**src/rtl/cache_fill_fsm_pkg.sv**
```systemverilog
// Shared definitions for the cache block-fill responder: block geometry,
// address masking, counter sizing and the fill FSM state encoding.
package cache_fill_fsm_pkg;

  localparam int BLOCK_WORDS = 8;
  localparam int ADDR_W      = 16;
  localparam int CNT_W       = 4;

  localparam logic [ADDR_W-1:0] OFFSET_MASK = 16'hFFF0;

  // Counter values for "all words requested" and "last word returning".
  localparam logic [CNT_W-1:0] BLOCK_CNT = 4'(BLOCK_WORDS);
  localparam logic [CNT_W-1:0] LAST_WORD = 4'(BLOCK_WORDS - 1);

  typedef enum logic {
    IDLE = 1'b0,
    FILL = 1'b1
  } state_t;

  // Byte address of word idx inside an aligned block. The block is aligned
  // and the offset is at most 14, so the sum never carries out of 16 bits.
  function automatic logic [ADDR_W-1:0] word_addr(input logic [ADDR_W-1:0] base,
                                                  input logic [2:0]        idx);
    return base + {12'b0, idx, 1'b0};
  endfunction

endpackage

```
**src/rtl/cache_fill_fsm_fill_counter.sv**
```systemverilog
// Small synchronous up-counter used to track issued requests and accepted
// memory returns during a block fill.
module fill_counter
  import cache_fill_fsm_pkg::*;
(
  input  logic             clk,
  input  logic             rst,
  input  logic             clr,
  input  logic             inc,
  output logic [CNT_W-1:0] count
);

  // Count register: reset and clear both return to zero; clear wins over inc.
  always_ff @(posedge clk) begin
    // NOTE: sequential state uses non-blocking assignments so every flop
    // samples the pre-edge values, independent of block ordering.
    if (rst || clr) begin
      count <= '0;
    end else if (inc) begin
      count <= count + 4'd1;
    end
  end

endmodule

```
**src/rtl/cache_fill_fsm.sv**
```systemverilog
// Cache-side block fill FSM: accepts a miss, issues eight word reads to
// main memory, and writes each returned word (and finally the tag) into
// the cache arrays. Returns are counted, not timed, so any memory latency
// and any gaps between returns are tolerated.
module cache_fill_fsm
  import cache_fill_fsm_pkg::*;
(
  input  logic              clk,
  input  logic              rst,
  input  logic              miss_detected,
  input  logic [ADDR_W-1:0] miss_address,
  input  logic              memory_data_valid,
  output logic              fsm_busy,
  output logic              mem_read,
  output logic [ADDR_W-1:0] memory_address,
  output logic              write_data_array,
  output logic [2:0]        fill_word,
  output logic              write_tag_array
);

  state_t            state;
  logic [ADDR_W-1:0] base;
  logic [CNT_W-1:0]  req_cnt;
  logic [CNT_W-1:0]  rsp_cnt;
  logic              in_fill;
  logic              start;

  // Reset forces every output low in the same cycle, even if the state
  // register still holds FILL until the edge.
  assign in_fill = (state == FILL) && !rst;
  assign start   = (state == IDLE) && miss_detected && !rst;

  fill_counter u_req_cnt (
    .clk   (clk),
    .rst   (rst),
    .clr   (start),
    .inc   (mem_read),
    .count (req_cnt)
  );

  fill_counter u_rsp_cnt (
    .clk   (clk),
    .rst   (rst),
    .clr   (start),
    .inc   (write_data_array),
    .count (rsp_cnt)
  );

  // State and block-base register: latch the aligned miss on entry, leave
  // FILL when the last word comes back. Misses seen during FILL are ignored.
  always_ff @(posedge clk) begin
    // NOTE: base is pure datapath and only observed in FILL, which is always
    // entered through the load below, so it is deliberately left unreset.
    if (rst) begin
      state <= IDLE;
    end else if (state == IDLE) begin
      if (miss_detected) begin
        state <= FILL;
        base  <= miss_address & OFFSET_MASK;
      end
    end else if (memory_data_valid && (rsp_cnt == LAST_WORD)) begin
      state <= IDLE;
    end
  end

  // Output decode from registered state and counters.
  always_comb begin
    // NOTE: every output gets a default first so no path through the block
    // leaves a signal unassigned and infers a latch.
    fsm_busy         = 1'b0;
    mem_read         = 1'b0;
    memory_address   = miss_address & OFFSET_MASK;
    write_data_array = 1'b0;
    fill_word        = 3'd0;
    write_tag_array  = 1'b0;
    if (in_fill) begin
      fsm_busy         = 1'b1;
      mem_read         = (req_cnt < BLOCK_CNT);
      memory_address   = word_addr(base, req_cnt[2:0]);
      write_data_array = memory_data_valid;
      fill_word        = rsp_cnt[2:0];
      write_tag_array  = memory_data_valid && (rsp_cnt == LAST_WORD);
    end
  end

endmodule
```
**config.mk**
```make
export PLATFORM = sky130hd
export DESIGN_NAME = cache_fill_fsm
export DESIGN_NICKNAME = d
export VERILOG_FILES = /design/src/rtl/cache_fill_fsm_pkg.sv /design/src/rtl/cache_fill_fsm_fill_counter.sv /design/src/rtl/cache_fill_fsm.sv
export SDC_FILE = /design/constraint.sdc
export NUM_CORES = 1
export LEC_CHECK = 0
export CAP_MARGIN = 20
export CORE_ASPECT_RATIO = 1.25
export CORE_UTILIZATION = 40
export DETAILED_ROUTE_END_ITERATION = 10
export PLACE_DENSITY = 0.81
export SYNTH_ARGS = -nofsm -noshare
export SYNTH_HDL_FRONTEND = slang
export SYNTH_SLANG_ARGS = --single-unit
export TNS_END_PERCENT = 5
```
**constraint.sdc**
```tcl
create_clock -name clk -period 1.9 [get_ports clk]
set_input_delay 0.285 -clock clk [delete_from_list [all_inputs] [get_ports clk]]
set_output_delay 0.285 -clock clk [all_outputs]
set_load 0.1 [all_outputs]
```
After elaboration in Yosys (flattened, before gate mapping)
Index checks and enable logic that the tools add are counted.
{ "totals": {"elab_cells": 27, "ff_bits": 21} }
{ "classes": {"n_bitwise": 2, "n_lt_le_gt_ge": 1, "n_mux": 9, "addsub": 3, "reduce_logical": 7, "eq_ne": 1} }
{ "ops": {"columns": ["op", "n"], "rows": [
  ["$add A16 B4 Y16", 1],
  ["$mux W16", 1],
  ["$add A4 B1 Y4 const B", 2],
  ["$mux W1", 7],
  ["$eq A4 B3 Y1 const B", 1],
  ["$logic_and A1 B1 Y1", 4],
  ["$lt A4 B4 Y1 const B", 1],
  ["$mux W3", 1],
  ["$reduce_and A3 Y1", 1],
  ["$not A1 Y1", 2],
  ["$logic_not A1 Y1", 1],
  ["$logic_or A1 B1 Y1", 1]
]} }

Longest topological paths before layout
Gate-level depths: netlist of run 1.
{ "depth": {"word_depth": 4, "mapped_depth": 4, "ltp_nobuf": 4} }

Cells and area by module
Synthesis of run 1 repeated with hierarchy kept, for this count alone.
{ "hier_totals": {"hier_cells": 78, "hier_area_um2": 1054.8} }
{ "modules_own_cells": {"columns": ["mod", "seq_area_each_um2", "area_each_um2", "cells_each", "n_inst"], "rows": [
  ["cache_fill_fsm", 380.4, 699.4, 44, 1],
  ["fill_counter", 80.1, 177.7, 17, 2]
]} }

Least setup slack after synthesis of run 1
No wires, ideal clock.
{ "synth_timing": {"path_type": "reg-to-output", "startpoint": "reg u_rsp_cnt.count[0]", "endpoint": "out write_tag_array", "arrival_time_ns": 2.850, "stages_incl_launch_ff": 4, "path_buffers": 0, "slack_ns": -1.235, "cell_sequence": "dfxtp_1 -> ha_1 -> nand4b_1 -> nor3b_1"} }
{ "synth_between": {"elab_chain_cells": 3} }
{ "synth_rtl": {"columns": ["item", "line_no", "source"], "rows": [
  ["from (decl)", "cache_fill_fsm_fill_counter.sv:10", "output logic [CNT_W-1:0] count"],
  ["from (signal assigned)", "cache_fill_fsm_fill_counter.sv:20", "count <= count + 4'd1;"],
  ["$eq A4 B3 Y1", "cache_fill_fsm.sv:82", "write_tag_array = memory_data_valid && (rsp_cnt == LAST_WORD);"],
  ["$logic_and A1 B1 Y1", "cache_fill_fsm.sv:82", null],
  ["$mux W1", "cache_fill_fsm.sv:76", "if (in_fill) begin"],
  ["to (decl)", "cache_fill_fsm.sv:18", "output logic write_tag_array"]
]} }
No other way between the ends.

Worst setup path after layout of run 1
{ "layout_timing": {"startpoint": "reg state", "endpoint": "out memory_address[10]"} }
{ "layout_between": {"elab_chain_cells": 2} }
{ "layout_rtl": {"columns": ["item", "line_no", "source"], "rows": [
  ["from (decl)", "cache_fill_fsm.sv:21", "state_t state;"],
  ["from (signal assigned)", "cache_fill_fsm.sv:55", "state <= IDLE;"],
  ["from (signal assigned)", "cache_fill_fsm.sv:58", "state <= FILL;"],
  ["from (signal assigned)", "cache_fill_fsm.sv:62", "state <= IDLE;"],
  ["$logic_and A1 B1 Y1", "cache_fill_fsm.sv:30", "assign in_fill = (state == FILL) && !rst;"],
  ["$mux W16", "cache_fill_fsm.sv:76", null],
  ["to (decl)", "cache_fill_fsm.sv:15", "output logic [ADDR_W-1:0] memory_address,"]
]} }
No other way between the ends.

==> results list, run 1 <==
- CTS built an H-tree with a depth of 1.
* Post-route insts no fill: about 150
* Number of synthesized flops with an enable pin: 12
* Adder and majority gate portion of the synthesized area: about 2.6%
* Total standard cell area after synthesis: about 970 µm²
- Portion of the clock cycle consumed by the worst path in the final layout: 97.1%
* Synth Register Bits: 21
* Clock-pin slew reported for the worst setup and hold paths after clock tree synthesis: 0.11 ns
- Power spread over the standard cell area amounts to 694 nW/µm².
- In this run the count of I/O pins placed on the die edge is 43.
* Unrepaired setup endpoints after global routing: yes
- For this run, the register share of the synthesized area comes to 56.0%.
- For this design, the CTS-stage hold fixing added 0 buffers.
- Initial cell density of the core: 43.2%
- Worst Setup Path Type: reg -> out
* Chip height: 56.9 µm
* GR Util met3: approximately 2.5%
- STA puts the critical path data arrival time at 1.56 ns.
- Entering global routing, the biggest net connects 13 pins.
- The via count of the first global-routing pass was 689.
- The floorplan has 19 rows.
- TritonCTS clock tree: built
* DRC viols: 0
* Slowest cell on the critical path: sky130_fd_sc_hd__dfxtp_4
- For this design the total switching power over the nets is a little over 0.4 mW.
- The first global-routing pass estimated 3.13 mm of wire.
* Sequential Power Share: 43.4%
- Overall power of the completed layout: 1.17 mW
- The hold violation count in the final report came to 0.
- Port buffering added 37 buffers.
* Synth top area cells: sky130_fd_sc_hd__edfxtp_1 37%, sky130_fd_sc_hd__dfxtp_1 19%, sky130_fd_sc_hd__mux2_2 10%, sky130_fd_sc_hd__mux2i_1 4.1%, sky130_fd_sc_hd__and2_1 3.9%
- Routability-driven placement finished with a final weighted congestion of 0.615.
- After Yosys synthesis, and, or, nand and nor cells account for 15.9% of the synthesized area.
* Mux share of post-synthesis cell area: 18.1%
- # clock sinks: 21
- Worst reg2reg setup slack: 0.65 ns
* Die Wd: 46.0 µm
- The tool flagged a number of max-cap violations equal to 0.
- In this run the most used layer during global routing was met2.
- Diodes inserted: 0
* Crit path cell chain: nor2b_4 -> buf_6 -> mux2_2 -> buf_12
- Share of power burned in combinational logic: between 30% and 40%
- Vias/cell: 4.87
* Area fraction of the dominant cell type after synthesis: 37.3%
- Counting every net in the synthesized netlist gives 96.
- Switching share of total power: a little over a third
- Counting tap cells, the placed design contains a total of 144 instances.
- Cell type contributing the most total cell area after synthesis: sky130_fd_sc_hd__edfxtp_1
* Nets: 141
- Counting flops with an async set or reset pin after synthesis yields a share of 0%.
- The worst hold path begins at u_rsp_cnt.count[3].
- The number of cells on the worst reg-to-reg path is 3.
* Max IR drop VDD: 469 µV
- A synthesized cell averages 13.1 µm².
- Leakage power figure: 0.663 nW
- Static timing analysis puts the maximum clock frequency at 542 MHz.
- After the first detailed-routing iteration, the DRC count stood at 10.
- No sink is reached through more buffers than the 2 on the longest clock path.
- The number of pins exceeding their max-slew limit in the final report was 0.
- Category of the worst setup path capture point: primary output
- Hold Path Stages: 1
- Dominant delay contributor by cell family on the critical path: flip-flops
- Vias: roughly 730
* Area fraction in compound gates after synthesis: 1.68%
* Cell variety after synth: 24
* Main combinational cell family by area after synthesis: multiplexers
- For this block, the routed nets add up to 1.94 mm of wire.
* Final setup violating endpoints: 0
* Total iterations of the first detailed-routing run: 4
- Worst setup SP type: register
- The total area inside the core boundary comes to 2230 µm².
* Reg-to-Reg End: base[7]
- After layout, the minimum clock period comes to ~1.8 ns.
* Worst endpoint required time: 1.62 ns
- Launching point of the worst reg2reg path: state
* Run status: completed
- The die covers 2620 µm².
- Global routing consumed, over all layers together, 16.3% of the routing resources.
- Pre-CTS setup slack: -0.0862 ns
- Min-delay worst type: reg -> reg
* Clock buffer count from CTS: 3
- Compared with the post-synthesis result, the final layout area differs by 74.2%.
* Primary flip-flop cell chosen by synthesis mapping: sky130_fd_sc_hd__edfxtp_1
- Fraction of layout cells with a size suffix above 1: 45.8%
- Number of filler cells placed in the layout: 153
- Dividing the detail-routed wire length by the instance count gives 13.0 µm.
- Hold EP: u_rsp_cnt.count[3]
- Min setup slack post-route: around 0.054 ns
* Met1 track demand over resource in global routing: about a fifth
- Post-DP HPWL: 1.51 mm
- After Yosys synthesis, XOR and XNOR cells account for 2.72% of the synthesized area.
* Insertion delay to the later sink of the worst-skew pair: roughly 0.29 ns
- In this run the clock root is driven by a sky130_fd_sc_hd__clkbuf_4.
* Warnings, synthesis: 0
- Largest stage delay on the critical path: 0.38 ns
- Together, buffers and inverters on the worst path number 2.
- Antenna-violating nets left: 0
- In the synthesized netlist, the number of instances is 74.
- Worst-case clock skew: approximately 0.0030 ns
- For this run, global-route usage on met2 was measured as 27.0%.
- In this run the worst path has a maximum fanout of 8.
* Clock share of power: 17.7%
- Number of antenna violations at the first check in global routing: 0
- In the final timing run, aggregate negative setup slack is 0 ns.
* Remaining global-route overflow: 0
- Power Internal: 0.759 mW
==> power groups by stage <==
stage	clock [mW]	sequential (mW)	combinational (mW)
floorplan	0	0.514	0.272
global placement	0	0.516	0.443
detailed placement	0	0.517	0.448
CTS	0.216	0.507	0.454
global route	0.236	0.509	0.471
finish	0.206	0.507	0.455
==> cells in the final DEF (no fill, tap or decap), types with 3 or more instances in the layout <==
| cell type | instances |
|---|---|
| sky130_fd_sc_hd__mux2i_1 | 4 |
| sky130_fd_sc_hd__buf_4 | 4 |
| sky130_fd_sc_hd__buf_6 | 3 |
| sky130_fd_sc_hd__buf_12 | 22 |
| sky130_fd_sc_hd__and2_2 | 6 |
| sky130_fd_sc_hd__mux2_2 | 12 |
| sky130_fd_sc_hd__nor2_1 | 7 |
| sky130_fd_sc_hd__edfxtp_1 | 12 |
| sky130_fd_sc_hd__clkdlybuf4s50_1 | 14 |
| sky130_fd_sc_hd__clkbuf_4 | 3 |
| sky130_fd_sc_hd__dfxtp_1 | 8 |
==> synthesized netlist by cell type, types with 3 or more instances <==
cell type / count
sky130_fd_sc_hd__and2_1: 6
sky130_fd_sc_hd__mux2i_1: 4
sky130_fd_sc_hd__mux2_1: 3
sky130_fd_sc_hd__edfxtp_1: 12
sky130_fd_sc_hd__dfxtp_1: 9
sky130_fd_sc_hd__mux2_2: 9
sky130_fd_sc_hd__nor2_1: 7
==> routing by layer <==
metal	share of wire (%)	vias to the layer above
met3	7.3	0
li1	-	355
met4	0	0
met2	52	32
met5	0	-
met1	41	338
==> worst max-delay path by stage <==
stage                       startpoint  slack [ns]  depth (start not counted)            endpoint
finish                           state        0.05                          4  memory_address[10]
global route                     state       -0.02                          4  memory_address[10]
floorplan           u_rsp_cnt.count[0]       -0.26                          3     write_tag_array
detailed placement                 rst       -0.09                          5  memory_address[15]
CTS                              state        0.03                          4  memory_address[15]
global placement                   rst       -0.06                          5  memory_address[15]
==> area by class of cell <==
type	instances	area, µm²	share of cell area, %
clock buffers	4	26.3	1.56
multi-input cells	49	420	25.0
flip-flops and latches	21	544	32.3
well taps	31	38.8	2.30
repair buffers	44	653	38.8
==> registers in the layout, summed over array words and instances (netlist names) <==
name	cells
u_rsp_cnt.count	4
state	1
base	12
u_req_cnt.count	4
==> stage by stage <==
step	instance area (µm²)	hold slack (ns)	utilization, %
5_1_grt	1680	0.524	75.3
3_5_place_dp	1630	0.477	72.8
4_1_cts	1670	0.493	74.9
2_1_floorplan	978	0.384	-
3_3_place_gp	1630	0.439	72.8
6_report	1680	0.495	75.3
==> timing repair <==
item                       4_1_cts  5_1_grt
buffers inserted                 0        1
resized for setup                7        4
setup endpoints to repair       12       13
==> cell families after synthesis <==
family,count (synthesis)
and+or+nand+nor,25
AOI/OAI and AO/OA,2
adders and majority gates,2
DFF,21
other,1
xor gates and xnor gates,3
muxes,16
buffers and inverters,4
Note: power is estimated with default switching activity, not from simulation.
==> run 2: changes to the inputs <==
--- a/config.mk
+++ b/config.mk
@@ -7,9 +7,10 @@
 export LEC_CHECK = 0
 export CAP_MARGIN = 20
 export CORE_ASPECT_RATIO = 1.25
-export CORE_UTILIZATION = 40
+export CORE_UTILIZATION = 42
+export CTS_BUF_LIST = sky130_fd_sc_hd__clkbuf_8
 export DETAILED_ROUTE_END_ITERATION = 10
-export PLACE_DENSITY = 0.81
+export PLACE_DENSITY = 0.84
 export SYNTH_ARGS = -nofsm -noshare
 export SYNTH_HDL_FRONTEND = slang
 export SYNTH_SLANG_ARGS = --single-unit
==> run 2 against run 1 <==
- critical path depth did not move
- count of clock-buffer cells in the layout fell by 1
- highest routed layer is now met4
- critical path type unchanged
- hold slack got worse by 0.0065 ns
- first-iteration DRC count fell by 30%
- setup slack improved by 0.014 ns
==> results list, run 2 (same netlist as run 1, synthesis figures left out) <==
* Slew Viols, Final: 0 (unchanged)
- The worst hold path belongs to the class reg -> reg.
- Peak clock frequency supported by timing: 546 MHz (+0.74%)
* Number of violations reported at the end of detailed-routing iteration 0: 7 (-3)
- The global-route wire length before repair came to 3.51 mm (+12%).
- The cts-stage hold buffer count came to 0 (unchanged).
* Portion of the clock cycle consumed by the worst path in the final layout: 96.4% (-0.71 points)
- The number of top-level pins came to 43 (unchanged).
- The minimum setup slack among reg-to-reg paths was 0.70 ns (+0.05 ns).
- Clock share of power: 22.8% (+5.1 points)
- Max IR drop VDD: 444 µV (-5.4%)
- The TritonCTS buffer count came to 3 (unchanged).
- The port buffer count is 37 (unchanged).
- Fraction of layout cells with a size suffix above 1: 43.6% (-2.2 points)
- The total setup violations reported at the end of the flow came to 0 (unchanged).
- Nets: 140 (-0.71%)
* # rows: 19 (unchanged)
- The worst register-to-register path begins at state.
- Hold_ws: 0.488 ns (-0.00654 ns)
- The starting utilization of the core area was 44.2% (+0.94 points).
- The initial antenna violation count was 0 (unchanged).
- The data arrival time of the worst path was 1.55 ns (about the same).
- The chip width is 44.9 µm (-2.3%).
- The path with the worst hold slack has its endpoint at u_rsp_cnt.count[3].
- Setup repair after global routing left no endpoint under its margin.
* Final estimated routing congestion in global placement: 0.672 (+9.2%)
* Largest net degree at the start of global routing: 14 (+1)
- Number of max-capacitance violations reported: 0 (unchanged)
- Hold violation total from the final report: 0 (unchanged)
* Area added between synthesis and finish: 75.3%
- The detailed-placement wirelength estimate is 1.68 mm (+11%).
* Register cell area after layout: 542 µm² (-0.46%)
- The worst setup path is captured at a primary output.
- The slack of the critical path is 0.0678 ns (+0.0135 ns).
- The die area is 2500 µm² (-4.6%).
- The post-place setup slack came to -0.0837 ns (+0.00251 ns).
- TritonCTS built the clock tree.
- Setup fix buffers added after clock tree synthesis: 0 (unchanged)
* Largest driver fanout on the critical path: 4 (-4)
- The area of the multi-input gates was 420 µm² (unchanged).
- Clock-pin slew reported for the worst setup and hold paths after clock tree synthesis: 0.08 ns (-0.03 ns)
* Sum of negative setup slack: 0 ns (unchanged)
- The antenna cell count is 0 (unchanged).
- DRC viols: 0 (unchanged)
- Max H-tree Level: 1 (unchanged)
* GR Util All Layers: 19.2% (+2.9 points)
- The power share of the combinational group is 36.4% (-2.6 points).
- Insertion delay to the later sink of the worst-skew pair: 0.26 ns (-0.03 ns)
* Max FFs per register: 12 (unchanged)
- The count of cells along the worst register-to-register path is 4 (+1).
- Hold Path Stages: 1 (unchanged)
* Vias/cell: 5.03 (+3.3%)
* Reg-to-Reg End: u_req_cnt.count[1]
- Most flops, register: base
- In the final layout, the registers with the most flip-flops are base: 12 flops, u_req_cnt.count: 4 flops, u_rsp_cnt.count: 4 flops.
* Wirelength per Cell: 14.4 µm (+11%)
* Worst Setup Path Type: reg -> out
- Leakage power figure: 0.669 nW (+0.87%)
- The run finished with clean final reports.
- # clock sinks: 21 (unchanged)
- Switching share of total power: 34.1% (-0.97 points)
- Startpoint of the tightest hold check path: u_rsp_cnt.count[3]
- The total via count in the routed design is 744 (+2.6%).
- Most common cell after layout, fill and taps aside: sky130_fd_sc_hd__buf_12
- In the layout the commonest cells are 22 x sky130_fd_sc_hd__buf_12, 14 x sky130_fd_sc_hd__clkdlybuf4s50_1, 12 x sky130_fd_sc_hd__edfxtp_1, 9 x sky130_fd_sc_hd__mux2_2, 8 x sky130_fd_sc_hd__dfxtp_1.
- Root Buffer Master: sky130_fd_sc_hd__clkbuf_8
* Routed Wire Length: 2.14 mm (+9.9%)
- The sequential power share is 40.8% (-2.6 points).
- The internal power came to 0.820 mW (+8.0%).
- The via count of the first global-routing pass was 776 (+13%).
- The power consumption came to 1.24 mW (+6.4%).
- The final setup skew came to 0.00615 ns (+0.00319 ns).
- The final critical-path required period is 1.83 ns (-0.0135 ns).
- Maximum clock insertion buffer count: 2 (unchanged)
* Power density cells: 735 nW/µm² (+5.8%)
* Area of the core: 2190 µm² (-2.1%)
- The reported net switching power was 0.424 mW (+3.5%).
- The required time of the critical path is 1.62 ns (about the same).
- STA classifies the critical path startpoint as a register.
- Antenna-violating nets left: 0 (unchanged)
- The overflow left after global routing is 0 (unchanged).
- The floorplan die height came to 55.6 µm (-2.3%).
- Number of filler cells placed in the layout: 148 (-3.3%)
- Total iterations of the first detailed-routing run: 4 (unchanged)
==> run 2: critical path, stage by stage (launching register included) <==
cell	delay (ns)
sky130_fd_sc_hd__dfxtp_1	0.40
sky130_fd_sc_hd__ha_1	0.20
sky130_fd_sc_hd__nand4b_1	0.16
sky130_fd_sc_hd__nor3b_2	0.31
sky130_fd_sc_hd__buf_12	0.22
==> run 2: layout make-up <==
type / instances / share of cell area, %
clock buffer: 3 / 2.44
clock inverter: 1 / 0.296
multi-input combinational: 49 / 24.8
sequential: 21 / 32.0
tap: 31 / 2.29
timing repair buffer: 43 / 38.1
==> run 2: timing repair <==
action	4_1_cts	5_1_grt
cloned	0	0
gates resized for setup	6	1
hold endpoints to repair	0	0
setup endpoints to repair	12	12
==> run 2: worst max path at each step <==
stage / from / to / slack (ns) / cells past startpoint
2_1_floorplan: u_rsp_cnt.count[0] / write_tag_array / -0.26 / 3
3_3_place_gp: rst / memory_address[9] / -0.05 / 5
3_5_place_dp: rst / memory_address[15] / -0.08 / 5
4_1_cts: state / memory_address[15] / 0.02 / 4
5_1_grt: u_rsp_cnt.count[0] / write_tag_array / 0.005 / 4
6_report: u_rsp_cnt.count[0] / write_tag_array / 0.07 / 4
==> run 2: power by group through the flow <==
| stage | registers, mW | logic (mW) | clock network, mW |
|---|---|---|---|
| global route | 0.510 | 0.468 | 0.309 |
| finish | 0.508 | 0.452 | 0.284 |
| CTS | 0.507 | 0.455 | 0.291 |
| detailed placement | 0.518 | 0.449 | 0 |
| floorplan | 0.514 | 0.272 | 0 |
| global placement | 0.516 | 0.443 | 0 |
==> run 2: layer usage <==
metal	vias to the layer above	track usage, %	routed length (µm)
met5	-	0	0
met4	0	7.79	30
met3	4	4.55	159
met2	33	32.4	1130
met1	358	22.6	819
li1	349	-	-
==> run 2: through the flow <==
stage	cell area, µm²	util, %	instances
2_1_floorplan	978	-	74
3_3_place_gp	1630	74.4	144
3_5_place_dp	1630	74.4	144
4_1_cts	1690	77.3	148
5_1_grt	1690	77.4	148
6_report	1690	77.4	148
==> run 3: changes to the inputs <==
--- a/config.mk
+++ b/config.mk
@@ -5,7 +5,7 @@
 export SDC_FILE = /design/constraint.sdc
 export NUM_CORES = 1
 export LEC_CHECK = 0
-export CAP_MARGIN = 20
+export CAP_MARGIN = 30
 export CORE_ASPECT_RATIO = 1.25
 export CORE_UTILIZATION = 42
 export CTS_BUF_LIST = sky130_fd_sc_hd__clkbuf_8
==> results of run 3 <==
Final layout, timing and power as in run 2 (identical DEF).
